### src/rtl/sram_req_adapter.sv
// sram_req_adapter
//   Valid/ready front end for a synchronous single-port N x 32-bit RAM with
//   byte enables. Requests are turned into RAM strobes combinationally. Each
//   accepted request is tracked through a RAM_LATENCY-deep in-flight pipe.
//   Its response is offered directly from the RAM read port (bypass) or from
//   a small first-word-fall-through FIFO. A credit counter bounds in-flight
//   plus stored responses to RESP_DEPTH, so the RAM never has to be stalled
//   mid-access and the FIFO cannot overflow. Responses come back strictly in
//   acceptance order, one per request.
//
// Optional feature (compile-time macro SRAM_REQ_ADAPTER_ADDR_CHECK_EN):
//   Defined   : addresses >= DATA_DEPTH are accepted but never reach the RAM.
//               They are answered in order with RespErr_SO=1 and data 0.
//   Undefined : the error flag is constant 0, so RespErr_SO is always 0.
//               Every address goes to the RAM unchanged.
//
// Ports
//   Clk_CI, Rst_RBI    clock, asynchronous active-low reset
//   ReqValid_SI/ReqReady_SO, ReqWrEn_SI, ReqBEn_SI, ReqAddr_DI, ReqWrData_DI
//                      request channel
//   RespValid_SO/RespReady_SI, RespRdData_DO, RespWr_SO, RespErr_SO
//                      response channel (RdData is 0 for write/error responses)
//   RamCSel_SO, RamWrEn_SO, RamBEn_SO, RamAddr_DO, RamWrData_DO, RamRdData_DI
//                      RAM port
//   Idle_SO            no request in flight and no response stored
module sram_req_adapter #(
  parameter int ADDR_WIDTH  = 10,
  parameter int DATA_DEPTH  = 1024,
  parameter int RAM_LATENCY = 1,
  parameter int RESP_DEPTH  = 2
) (
  input  logic                  Clk_CI,
  input  logic                  Rst_RBI,
  input  logic                  ReqValid_SI,
  output logic                  ReqReady_SO,
  input  logic                  ReqWrEn_SI,
  input  logic [3:0]            ReqBEn_SI,
  input  logic [ADDR_WIDTH-1:0] ReqAddr_DI,
  input  logic [31:0]           ReqWrData_DI,
  output logic                  RespValid_SO,
  input  logic                  RespReady_SI,
  output logic [31:0]           RespRdData_DO,
  output logic                  RespWr_SO,
  output logic                  RespErr_SO,
  output logic                  RamCSel_SO,
  output logic                  RamWrEn_SO,
  output logic [3:0]            RamBEn_SO,
  output logic [ADDR_WIDTH-1:0] RamAddr_DO,
  output logic [31:0]           RamWrData_DO,
  input  logic [31:0]           RamRdData_DI,
  output logic                  Idle_SO
);

  localparam int DATA_W = 32;
  localparam int PTR_W  = (RESP_DEPTH > 1) ? $clog2(RESP_DEPTH) : 1;
  localparam int CNT_W  = $clog2(RESP_DEPTH + 1);
  localparam logic [CNT_W-1:0] CNT_MAX  = CNT_W'(RESP_DEPTH);
  localparam logic [PTR_W-1:0] PTR_LAST = PTR_W'(RESP_DEPTH - 1);

  if (DATA_DEPTH > (1 << ADDR_WIDTH)) begin : g_bad_depth
    $error("DATA_DEPTH must not exceed 2**ADDR_WIDTH");
  end
  if (RESP_DEPTH < RAM_LATENCY) begin : g_bad_resp_depth
    $error("RESP_DEPTH must be >= RAM_LATENCY");
  end

  // Explicit wrap so non-power-of-two FIFO depths work.
  function automatic logic [PTR_W-1:0] ptr_next(input logic [PTR_W-1:0] p);
    return (p == PTR_LAST) ? '0 : p + 1'b1;
  endfunction

  logic                  err;
  logic                  accept;
  logic                  resp_hs;
  logic [CNT_W-1:0]      cnt;
  logic [CNT_W-1:0]      fifo_cnt;
  logic [PTR_W-1:0]      wr_ptr;
  logic [PTR_W-1:0]      rd_ptr;
  logic                  fifo_empty;
  logic                  push;
  logic                  pop;
  logic [RAM_LATENCY-1:0] vld_p;
  logic [RAM_LATENCY-1:0] wr_p;
  logic [RAM_LATENCY-1:0] err_p;
  logic                  last_vld;
  logic                  last_wr;
  logic                  last_err;
  logic [DATA_W-1:0]     last_data;
  logic [DATA_W-1:0]     mem_data [RESP_DEPTH];
  logic                  mem_wr   [RESP_DEPTH];
  logic                  mem_err  [RESP_DEPTH];

`ifdef SRAM_REQ_ADAPTER_ADDR_CHECK_EN
  // Extra MSB keeps the compare correct when DATA_DEPTH == 2**ADDR_WIDTH.
  assign err = ({1'b0, ReqAddr_DI} >= (ADDR_WIDTH + 1)'(DATA_DEPTH));
`else
  assign err = 1'b0;
`endif

  // ---- request side: credit check and RAM drive ----
  // Ready is gated by reset so nothing is accepted while Rst_RBI is low. The
  // RespReady_SI term frees a credit in the same cycle a response leaves.
  assign resp_hs     = RespValid_SO & RespReady_SI;
  assign ReqReady_SO = Rst_RBI & ((cnt < CNT_MAX) | resp_hs);
  assign accept      = ReqValid_SI & ReqReady_SO;

  assign RamCSel_SO   = accept & ~err;
  assign RamWrEn_SO   = ReqWrEn_SI;
  assign RamBEn_SO    = ReqBEn_SI;
  assign RamAddr_DO   = ReqAddr_DI;
  assign RamWrData_DO = ReqWrData_DI;

  // ---- in-flight pipe: stage 0 loads on accept; last stage = RdData valid ----
  if (RAM_LATENCY == 1) begin : g_lat1
    always_ff @(posedge Clk_CI or negedge Rst_RBI) begin
      if (!Rst_RBI) vld_p <= '0;
      else          vld_p <= accept;
    end
    always_ff @(posedge Clk_CI) begin
      wr_p  <= ReqWrEn_SI;
      err_p <= err;
    end
  end else begin : g_latn
    always_ff @(posedge Clk_CI or negedge Rst_RBI) begin
      if (!Rst_RBI) vld_p <= '0;
      else          vld_p <= {vld_p[RAM_LATENCY-2:0], accept};
    end
    always_ff @(posedge Clk_CI) begin
      wr_p  <= {wr_p[RAM_LATENCY-2:0], ReqWrEn_SI};
      err_p <= {err_p[RAM_LATENCY-2:0], err};
    end
  end

  assign last_vld  = vld_p[RAM_LATENCY-1];
  assign last_wr   = wr_p[RAM_LATENCY-1];
  assign last_err  = err_p[RAM_LATENCY-1];
  assign last_data = (last_wr | last_err) ? '0 : RamRdData_DI;

  // ---- response side: FWFT FIFO with bypass from the RAM read port ----
  assign fifo_empty = (fifo_cnt == '0);
  // A returning response bypasses the FIFO only when the FIFO is empty and
  // the consumer takes it right away; otherwise it must be stored.
  assign push = last_vld & ~(fifo_empty & RespReady_SI);
  assign pop  = ~fifo_empty & RespReady_SI;

  assign RespValid_SO  = ~fifo_empty | last_vld;
  assign RespRdData_DO = fifo_empty ? last_data : mem_data[rd_ptr];
  assign RespWr_SO     = fifo_empty ? last_wr   : mem_wr[rd_ptr];
  assign RespErr_SO    = fifo_empty ? last_err  : mem_err[rd_ptr];

  assign Idle_SO = (cnt == '0);

  always_ff @(posedge Clk_CI or negedge Rst_RBI) begin
    if (!Rst_RBI) begin
      cnt      <= '0;
      fifo_cnt <= '0;
      wr_ptr   <= '0;
      rd_ptr   <= '0;
    end else begin
      case ({accept, resp_hs})
        2'b10:   cnt <= cnt + 1'b1;
        2'b01:   cnt <= cnt - 1'b1;
        default: cnt <= cnt;
      endcase
      case ({push, pop})
        2'b10:   fifo_cnt <= fifo_cnt + 1'b1;
        2'b01:   fifo_cnt <= fifo_cnt - 1'b1;
        default: fifo_cnt <= fifo_cnt;
      endcase
      if (push) wr_ptr <= ptr_next(wr_ptr);
      if (pop)  rd_ptr <= ptr_next(rd_ptr);
    end
  end

  always_ff @(posedge Clk_CI) begin
    if (push) begin
      mem_data[wr_ptr] <= last_data;
      mem_wr[wr_ptr]   <= last_wr;
      mem_err[wr_ptr]  <= last_err;
    end
  end

endmodule
### config.mk
export PLATFORM = sky130hd
export DESIGN_NAME = sram_req_adapter
export DESIGN_NICKNAME = d
export VERILOG_FILES = /design/src/rtl/sram_req_adapter.sv
export SDC_FILE = /design/constraint.sdc
export NUM_CORES = 1
export LEC_CHECK = 0
export CELL_PAD_IN_SITES_DETAIL_PLACEMENT = 2
export CELL_PAD_IN_SITES_GLOBAL_PLACEMENT = 2
export CORE_ASPECT_RATIO = 2
export CORE_MARGIN = 2
export CORE_UTILIZATION = 26
export CTS_CLUSTER_DIAMETER = 80
export DETAILED_ROUTE_END_ITERATION = 7
export PLACE_DENSITY = 0.9
export SYNTH_ARGS = -nofsm -noshare
export SYNTH_HDL_FRONTEND = slang
export SYNTH_SLANG_ARGS = --single-unit
### constraint.sdc
create_clock -name Clk_CI -period 2.9 [get_ports Clk_CI]
set_input_delay 0.58 -clock Clk_CI [delete_from_list [all_inputs] [get_ports Clk_CI]]
set_output_delay 0.58 -clock Clk_CI [all_outputs]
set_load 0.02 [all_outputs]
==> impl_metrics.ini, run 1 <==
[sta]
fin_crit_sh = 0.960
finClkSkew_ns = 0.00608
final.setup.tns_ns = 0
rsz0062_at_grt = no
fmax_ghz = 0.359
finalCriticalPeriod_ns = 2.78
slew_viol_final = 0
whs_ns = 0.516
setup_slack_ns = 0.117
finalHoldViolations = 0
setup_violations = 0

[power_and_ir_drop]
peakVddDrop_v = 0.000409
p_leak_nw = 1.66
power.density_nw_per_um2 = 1050

[detailed_routing]
drt-initial-drc-count = 71
wire_per_inst_um = 15.6
route.detailed.drc = 0
drt_first_pass_iters = 3
vias = 2218
wl_um = 8120
via_per_inst = 4.26
final_antenna_net_count = 0

[global_route]
gr-total-overflow = 0
grt.total_usage = 0.112
grt_max_degree = 39
grt_pass1_wl_um = 13100
grt_pass1_vias = 2531
antenna_found_initial = 0

[synthesis]
ys_ff_latch = 74
synth_edf_count = 66
synthMostInstantiatedCell = edfxtp_1
yosysSeqAreaShare = 0.589
synth_cell_types = 25
synth_cells = 296
synth.area.top_cells = edfxtp_1 (54%), buf_4 (9.9%), mux2i_1 (8.9%)
syn_area_sq_um = 3700
synth_top_cell_by_area = edfxtp_1
synth_nets = 381
yosysWarnings = 0
synth_top_area_frac = 0.536
synth_common_cells = edfxtp_1 (66), buf_4 (49), nor2_1 (36)
ys_async_sr_fraction = 0.0946
ys.flop_type = edfxtp_1
syn_avg_cell_area_sq_um = 12.5

[worst_setup_path]
reg2reg_to = fifo_cnt[1]
worstSetupStartpoint = fifo_cnt[0]
crit-reg2reg-launch = fifo_cnt[0]
end_kind = output port
crit_required_ns = 2.32
critical_path_class = flip-flop to output port
worstPathMaxFanout = 30
crit_end = RespRdData_DO[6]
cp-start-kind = flip-flop
r2r_cells = 6
r2r_setup_slack_ns = 0.96
critical_path_arrival_ns = 2.20

[cts]
clock_path_buffers = 2
hold_buffers = 0
cts_tree = yes
cts_buffers = 9
cts.sinks = 74
cts_root_buffer = clkbuf_16
clkLatencyLatePin_ns = 0.33
clkTransAtPathRegs_ns = 0.06
htree_num_levels = 3

[layout]
multi_input_area_sq_um = 1050
nets = 412
insertedDiodeCount = 0
drive_gt1_frac = 0.127
syn2layout_area_growth_pct = 24.6
seq_area_sq_um = 2180
finalNonFillerCells = 521
final_area_sq_um = 4610
n_fill_cell = 1519

[floorplan]
start_util = 0.266
die_area_sq_um = 15300
die_h_um = 173
num_io_pins = 168
die_w_um = 88.3
num_rows = 61
fp.coreArea_sq_um = 13900

[place]
port-buffer-count = 74
postPlaceCellArea_sq_um = 4310
dp_slack_ns = 0.0182
gp_congestion = 0.682
dp.cells = 505
hpwlAfterDp_um = 5680

[hold_path]
hold_path.class = flip-flop to flip-flop

[outcome]
status = complete, no violations

[run]
cap_violations = 0
-- through the flow --
stage,util,power [mW]
5_1_grt,0.332,5.14
6_report,0.332,4.85
4_1_cts,0.332,4.95
2_1_floorplan,-,2.95
3_3_place_gp,0.310,3.74
3_5_place_dp,0.310,3.82
-- report_power, final --
group | switching, mW | internal, mW | leakage, nW | total, mW
sequential | 0.0748 | 1.33 | 0.702 | 1.41
clock | 0.434 | 0.664 | 0.145 | 1.10
combinational | 1.27 | 1.07 | 0.810 | 2.34
total | 1.78 | 3.07 | 1.66 | 4.85
-- repair_timing --
| item | 4_1_cts | 5_1_grt |
|---|---|---|
| setup buffers | 0 | 0 |
| gates resized for setup | 0 | 1 |
| endpoints found under the setup margin | 0 | 2 |
-- cells in the final DEF, fill, tap and decap left out --
master,instances
clkdlybuf4s50_1,74
edfxtp_1,66
nor2_1,34
mux2i_1,33
nor2b_1,32
a21oi_1,24
a21oi_2,9
clkbuf_16,9
buf_4,7
dfrtp_1,6
xnor2_1,5
inv_1,3
nor2_2,3
xor2_1,3
clkinv_2,3
and2_1,2
nor2_4,2
ha_1,2
clkinv_4,2
buf_12,2
or2_2,1
o21ai_4,1
nor3_1,1
o21ai_1,1
and3_1,1
nand3_1,1
conb_1,1
bufinv_16,1
clkinvlp_4,1
dfxtp_1,1
dfrtp_2,1
-- worst min path at each step --
stage / start / to / slack, ns / cells past startpoint
2_1_floorplan: Rst_RBI / cnt[0] / 0.28 / 0
3_3_place_gp: fifo_cnt[1] / fifo_cnt[1] / 0.48 / 1
3_5_place_dp: cnt[1] / cnt[1] / 0.51 / 1
4_1_cts: cnt[1] / cnt[1] / 0.52 / 1
5_1_grt: fifo_cnt[1] / fifo_cnt[1] / 0.54 / 1
6_report: fifo_cnt[1] / fifo_cnt[1] / 0.52 / 1
-- worst max-delay path: stages, from the launching register on --
cell,delay (ns)
dfrtp_1,0.43
or2_2,0.33
buf_4,0.26
a21oi_1,0.21
clkdlybuf4s50_1,0.64
-- metal layers --
layer	share of wire	up-vias	track usage
met5	0	-	0
met4	0.031	0	0.0562
met3	0.050	41	0.0234
met2	0.57	65	0.208
met1	0.35	1077	0.112
li1	-	1035	-
-- logic make-up after synthesis --
logic type	count (synthesis)	share of synthesized area
flip-flops	74	0.589
other	1	0.00101
AO/OA/AOI/OAI	35	0.0595
XOR/XNOR	8	0.0189
adder cells (fa/ha/maj)	2	0.00676
AND/OR/NAND/NOR	77	0.105
buffers and inverters	66	0.131
multiplexers	33	0.0893
-- state kept, by name, indices dropped and copies added (netlist names) --
| name | count |
|---|---|
| fifo_cnt | 2 |
| last_vld | 1 |
| wr_ptr | 1 |
| rd_ptr | 1 |
| last_wr | 1 |
| cnt | 2 |
| mem_data | 64 |
| mem_wr | 2 |
-- area by class of cell --
type / instances / share of cell area
Timing Repair Buffer: 83 / 0.181
Clock buffer: 9 / 0.0489
Inverter: 3 / 0.00244
Sequential cell: 74 / 0.473
Clock inverter: 7 / 0.0152
Multi-Input combinational cell: 156 / 0.229
Tap cell: 189 / 0.0513
(Power assumes the default switching activity.)
==> run 2, diff against run 1 <==
==> constraint.sdc (replaced) <==
create_clock -name Clk_CI -period 3 [get_ports Clk_CI]
set_input_delay 0.6 -clock Clk_CI [delete_from_list [all_inputs] [get_ports Clk_CI]]
set_output_delay 0.6 -clock Clk_CI [all_outputs]
set_load 0.02 [all_outputs]
==> run 2 against run 1 <==
  * Final cell count is 0.19% higher
  * Register-to-register slack better by 0.14 ns
  * Final area is 0.11% lower
  * Sequential share of layout area is 0.051 points higher
  * Clock skew is 0.00057 ns higher
  * Critical path type is now primary input to output port
  * Core utilization hardly changed
  * Sequential power is 4% lower
  * Setup slack better by 0.053 ns
==> impl_metrics.ini, run 2 (same netlist as run 1, synthesis figures left out) <==
[detailed_routing]
wire_per_inst_um = 16.1
final_antenna_net_count = 0
drt_first_pass_iters = 4
route.detailed.drc = 0
via_per_inst = 4.25
vias = 2217
drt-initial-drc-count = 65
wl_um = 8390

[place]
gp_congestion = 0.673
dp_slack_ns = 0.0698
hpwlAfterDp_um = 6050
port-buffer-count = 74

[floorplan]
die_h_um = 173
num_io_pins = 168
die_area_sq_um = 15300
start_util = 0.266
num_rows = 61
die_w_um = 88.3
fp.coreArea_sq_um = 13900

[worst_setup_path]
critical_path_arrival_ns = 2.23
slowest_delay_ns = 0.61
crit_family = buffers and inverters
crit_slowest_cell = clkdlybuf4s50_1
cp_cell_sequence = clkdlybuf4s50_1 > inv_1 > o21ai_1 > and3_1 > clkdlybuf4s50_1
r2r_setup_slack_ns = 1.10
critical_path_class = primary input to output port
end_kind = output port
crit_required_ns = 2.40
cp-start-kind = primary input
crit-reg2reg-launch = fifo_cnt[1]
worstPathMaxFanout = 3
r2r_cells = 6
crit_buf_inv = 3
cpMostUsedCell = clkdlybuf4s50_1
crit_cells = 5
reg2reg_to = fifo_cnt[1]
crit_end = RamCSel_SO
worstSetupStartpoint = RespReady_SI

[cts]
hold_buffers = 0
cts_tree = yes
cts_setup_buffers = 0
htree_num_levels = 3
cts_resized = 0
clock_path_buffers = 2
cts_buffers = 9
cts_root_buffer = clkbuf_16
clkTransAtPathRegs_ns = 0.06
cts.sinks = 74
clkLatencyLatePin_ns = 0.33

[outcome]
status = complete, no violations

[layout]
syn2layout_area_growth_pct = 24.5
final_core_util = 0.331
final_cell_mix = clkdlybuf4s50_1 (74), edfxtp_1 (66), nor2_1 (34)
final_common_cell = clkdlybuf4s50_1
largest_register_ffs = 64
nets = 413
drive_gt1_frac = 0.126
insertedDiodeCount = 0
top_register = mem_data

[global_route]
grt_pass1_vias = 2633
grt_pass1_wl_um = 13500
grt_max_degree = 39
gr-total-overflow = 0
grt.total_usage = 0.117
antenna_found_initial = 0

[sta]
rsz0062_at_grt = no
fin_crit_sh = 0.943
setup_violations = 0
slew_viol_final = 0
setup_slack_ns = 0.170
finalCriticalPeriod_ns = 2.83
finalHoldViolations = 0
finClkSkew_ns = 0.00665
fmax_ghz = 0.353
final.setup.tns_ns = 0

[hold_path]
hold_path.class = flip-flop to flip-flop

[power_and_ir_drop]
power.density_nw_per_um2 = 1010
p_leak_nw = 1.66
peakVddDrop_v = 0.000487

[run]
cap_violations = 0
[run 2: worst min-delay path by stage]
stage,start,end,slack [ns],cells after the start
after floorplan,Rst_RBI,cnt[0],0.30,0
after global placement,fifo_cnt[1],fifo_cnt[1],0.48,1
after detailed placement,fifo_cnt[1],fifo_cnt[1],0.51,1
after CTS,fifo_cnt[1],fifo_cnt[1],0.53,1
after global routing,fifo_cnt[1],fifo_cnt[1],0.53,1
final,fifo_cnt[1],fifo_cnt[1],0.51,1
[run 2: layout make-up]
type / count / area (sq um)
fillers: 1504 / 9290
well taps: 189 / 236
multi-input cells: 156 / 1050
repair buffers: 84 / 828
clock inverters: 7 / 70.1
clock buffers: 9 / 225
inverters: 3 / 11.3
flip-flops and latches: 74 / 2180
[run 2: per-stage QoR]
step                instance area, sq um  hold slack, ns  instances  power [mW]
finish                              4600           0.510        522        4.67
global route                        4600           0.531        522        4.93
CTS                                 4600           0.525        522        4.76
detailed placement                  4310           0.514        506        3.69
global placement                    4310           0.481        506        3.59
floorplan                           3700           0.304        296        2.85
[run 2: power by group]
part           leakage, nW  internal [mW]  switching (mW)
sequential           0.702           1.29          0.0724
clock                0.147          0.642           0.409
combinational        0.810           1.02            1.23
[run 2: metal layers]
layer	global-route usage	vias to the layer above	wire length [um]
li1	-	1031	-
met1	0.116	1081	2790
met2	0.214	66	4840
met3	0.0320	39	514
met4	0.0574	0	247
met5	0	-	0
==> run 3, diff against run 2 <==
--- a/config.mk
+++ b/config.mk
@@ -8,11 +8,13 @@
 export CELL_PAD_IN_SITES_DETAIL_PLACEMENT = 2
 export CELL_PAD_IN_SITES_GLOBAL_PLACEMENT = 2
 export CORE_ASPECT_RATIO = 2
-export CORE_MARGIN = 2
+export CORE_MARGIN = 10
 export CORE_UTILIZATION = 26
 export CTS_CLUSTER_DIAMETER = 80
 export DETAILED_ROUTE_END_ITERATION = 7
+export GPL_TIMING_DRIVEN = 0
 export PLACE_DENSITY = 0.9
+export SLEW_MARGIN = 5
 export SYNTH_ARGS = -nofsm -noshare
 export SYNTH_HDL_FRONTEND = slang
 export SYNTH_SLANG_ARGS = --single-unit
==> run 3 against run 2 <==
  * Maximum frequency down 1.2%
  * Setup slack worse by 0.036 ns
  * Final cell count is 19% higher
  * Count of clock-buffer cells in the layout rose by 1
  * Combinational power rose by 14%
  * Critical endpoint is now RespRdData_DO[3]
  * Largest cell class unchanged
==> impl_metrics.ini, run 3 (same netlist as run 1, synthesis figures left out) <==
[outcome]
status = complete, no violations

[detailed_routing]
final_antenna_net_count = 0
vias = 2658
wire_per_inst_um = 18.8
wl_um = 11700
via_per_inst = 4.27
drt_first_pass_iters = 4
route.detailed.drc = 0
drt-initial-drc-count = 73

[power_and_ir_drop]
p_sw_mw = 1.88
power.total_mw = 5.00
power.density_nw_per_um2 = 908
peakVddDrop_v = 0.000399
p_int_mw = 3.12
clock_power_share = 0.215
switching_share = 0.376
seqPwrFrac = 0.272
comb_power_share = 0.513
p_leak_nw = 2.10

[cts]
cts_root_buffer = clkbuf_16
cts_buffers = 9
cts.sinks = 74
clock_path_buffers = 2
cts_tree = yes
clkTransAtPathRegs_ns = 0.06
htree_num_levels = 3
clkLatencyLatePin_ns = 0.33

[worst_setup_path]
cp_cell_sequence = or2_1 > buf_6 > buf_6 > buf_6 > a21oi_1 > clkdlybuf4s50_1
cp-start-kind = flip-flop
slowest_delay_ns = 0.65
critical_path_arrival_ns = 2.27
critical_path_class = flip-flop to output port
reg2reg_to = mem_data[0][17]
r2r_setup_slack_ns = 1.23
crit-reg2reg-launch = fifo_cnt[0]
end_kind = output port
worstPathMaxFanout = 10
worstSetupStartpoint = fifo_cnt[0]
crit_required_ns = 2.40
r2r_cells = 5
cpMostUsedCell = buf_6
crit_slowest_cell = clkdlybuf4s50_1

[place]
postPlaceCellArea_sq_um = 5210
dp.cells = 607
gp_congestion = 0.690
hpwlAfterDp_um = 9270
port-buffer-count = 120
dp_slack_ns = 0.110

[floorplan]
die_area_sq_um = 19700
die_h_um = 189
num_io_pins = 168
start_util = 0.265
num_rows = 61
die_w_um = 104
fp.coreArea_sq_um = 14000

[layout]
syn2layout_area_growth_pct = 48.8
multi_input_area_sq_um = 1050
final_area_sq_um = 5510
final_common_cell = clkdlybuf4s50_1
drive_gt1_frac = 0.219
nets = 514
n_fill_cell = 1476
top_register = mem_data
finalNonFillerCells = 623
seq_area_sq_um = 2180
largest_register_ffs = 64
final_cell_mix = clkdlybuf4s50_1 (120), edfxtp_1 (66), buf_4 (49)
insertedDiodeCount = 0

[run]
cap_violations = 0

[sta]
final.setup.tns_ns = 0
rsz0062_at_grt = no
slew_viol_final = 0
fin_crit_sh = 0.955
worstMarginPinSlew_ns = 0.540
finClkSkew_ns = 0.00868
fmax_ghz = 0.349
finalCriticalPeriod_ns = 2.87
setup_slack_ns = 0.135
setup_violations = 0
slew_headroom = 0.639
finalHoldViolations = 0

[global_route]
antenna_found_initial = 0
grt_pass1_vias = 3187
gr-total-overflow = 0
grt_pass1_wl_um = 18400
grt.total_usage = 0.119
grt_max_degree = 21

[hold_path]
worstHoldPathCells = 1
hold_end = cnt[1]
hold_path.class = flip-flop to flip-flop
hp-start = cnt[1]
[run 3: cell types whose count changed in the layout (fill, tap and decap cells not counted), sizes merged]
cell	delta
clkinvlp	+3
clkinv	-5
inv	+1
buf	+52
clkbuf	+4
clkdlybuf4s50	+46
[run 3: layout make-up]
cell class | instances | share of cell area
sequential | 74 | 0.395
timing repair buffer | 122 | 0.228
multi-input combinational | 156 | 0.191
buffer | 63 | 0.0864
tap | 189 | 0.0430
clock buffer | 10 | 0.0416
clock inverter | 6 | 0.0120
inverter | 3 | 0.00205
[run 3: worst max path at each step]
stage | endpoint | slack [ns] | depth (start not counted)
floorplan | mem_data[1][0] | 0.38 | 3
global placement | mem_data[1][15] | -0.99 | 4
detailed placement | RamCSel_SO | 0.11 | 5
CTS | RespRdData_DO[17] | 0.08 | 5
global route | RespRdData_DO[1] | 0.07 | 6
finish | RespRdData_DO[3] | 0.13 | 6
[run 3: metrics by stage]
stage	hold slack (ns)	util
after global routing	0.541	0.394
after CTS	0.512	0.394
after floorplan	0.304	-
final	0.506	0.394
after detailed placement	0.504	0.373
after global placement	0.481	0.368
[run 3: critical path: cells and delay by family (launching register included)]
| kind | cells | cell delay (ns) |
|---|---|---|
| compound gates | 1 | 0.18 |
| buf+inv | 4 | 1.08 |
| flops | 1 | 0.42 |
| simple gates | 1 | 0.24 |
[run 3: metal layers]
metal | wire length, um | global-route usage | share of wire | vias up
li1 | - | - | - | 1233
met1 | 4330 | 0.118 | 0.37 | 1289
met2 | 6340 | 0.222 | 0.54 | 125
met3 | 783 | 0.0366 | 0.067 | 11
met4 | 223 | 0.0490 | 0.019 | 0
met5 | 0 | 0 | 0 | -
[run 3: repair_timing]
action | CTS | global route
setup buffers | 0 | 0
endpoints found under the setup margin | 0 | 11
hold buffers | 0 | 0
resized for setup | 0 | 7
[run 3: power groups by stage]
stage / clock network, mW / logic [mW] / registers, mW
3_3_place_gp: 0 / 2.53 / 1.38
5_1_grt: 1.14 / 2.77 / 1.38
4_1_cts: 1.10 / 2.65 / 1.36
3_5_place_dp: 0 / 2.63 / 1.38
2_1_floorplan: 0 / 1.49 / 1.36
6_report: 1.07 / 2.57 / 1.36
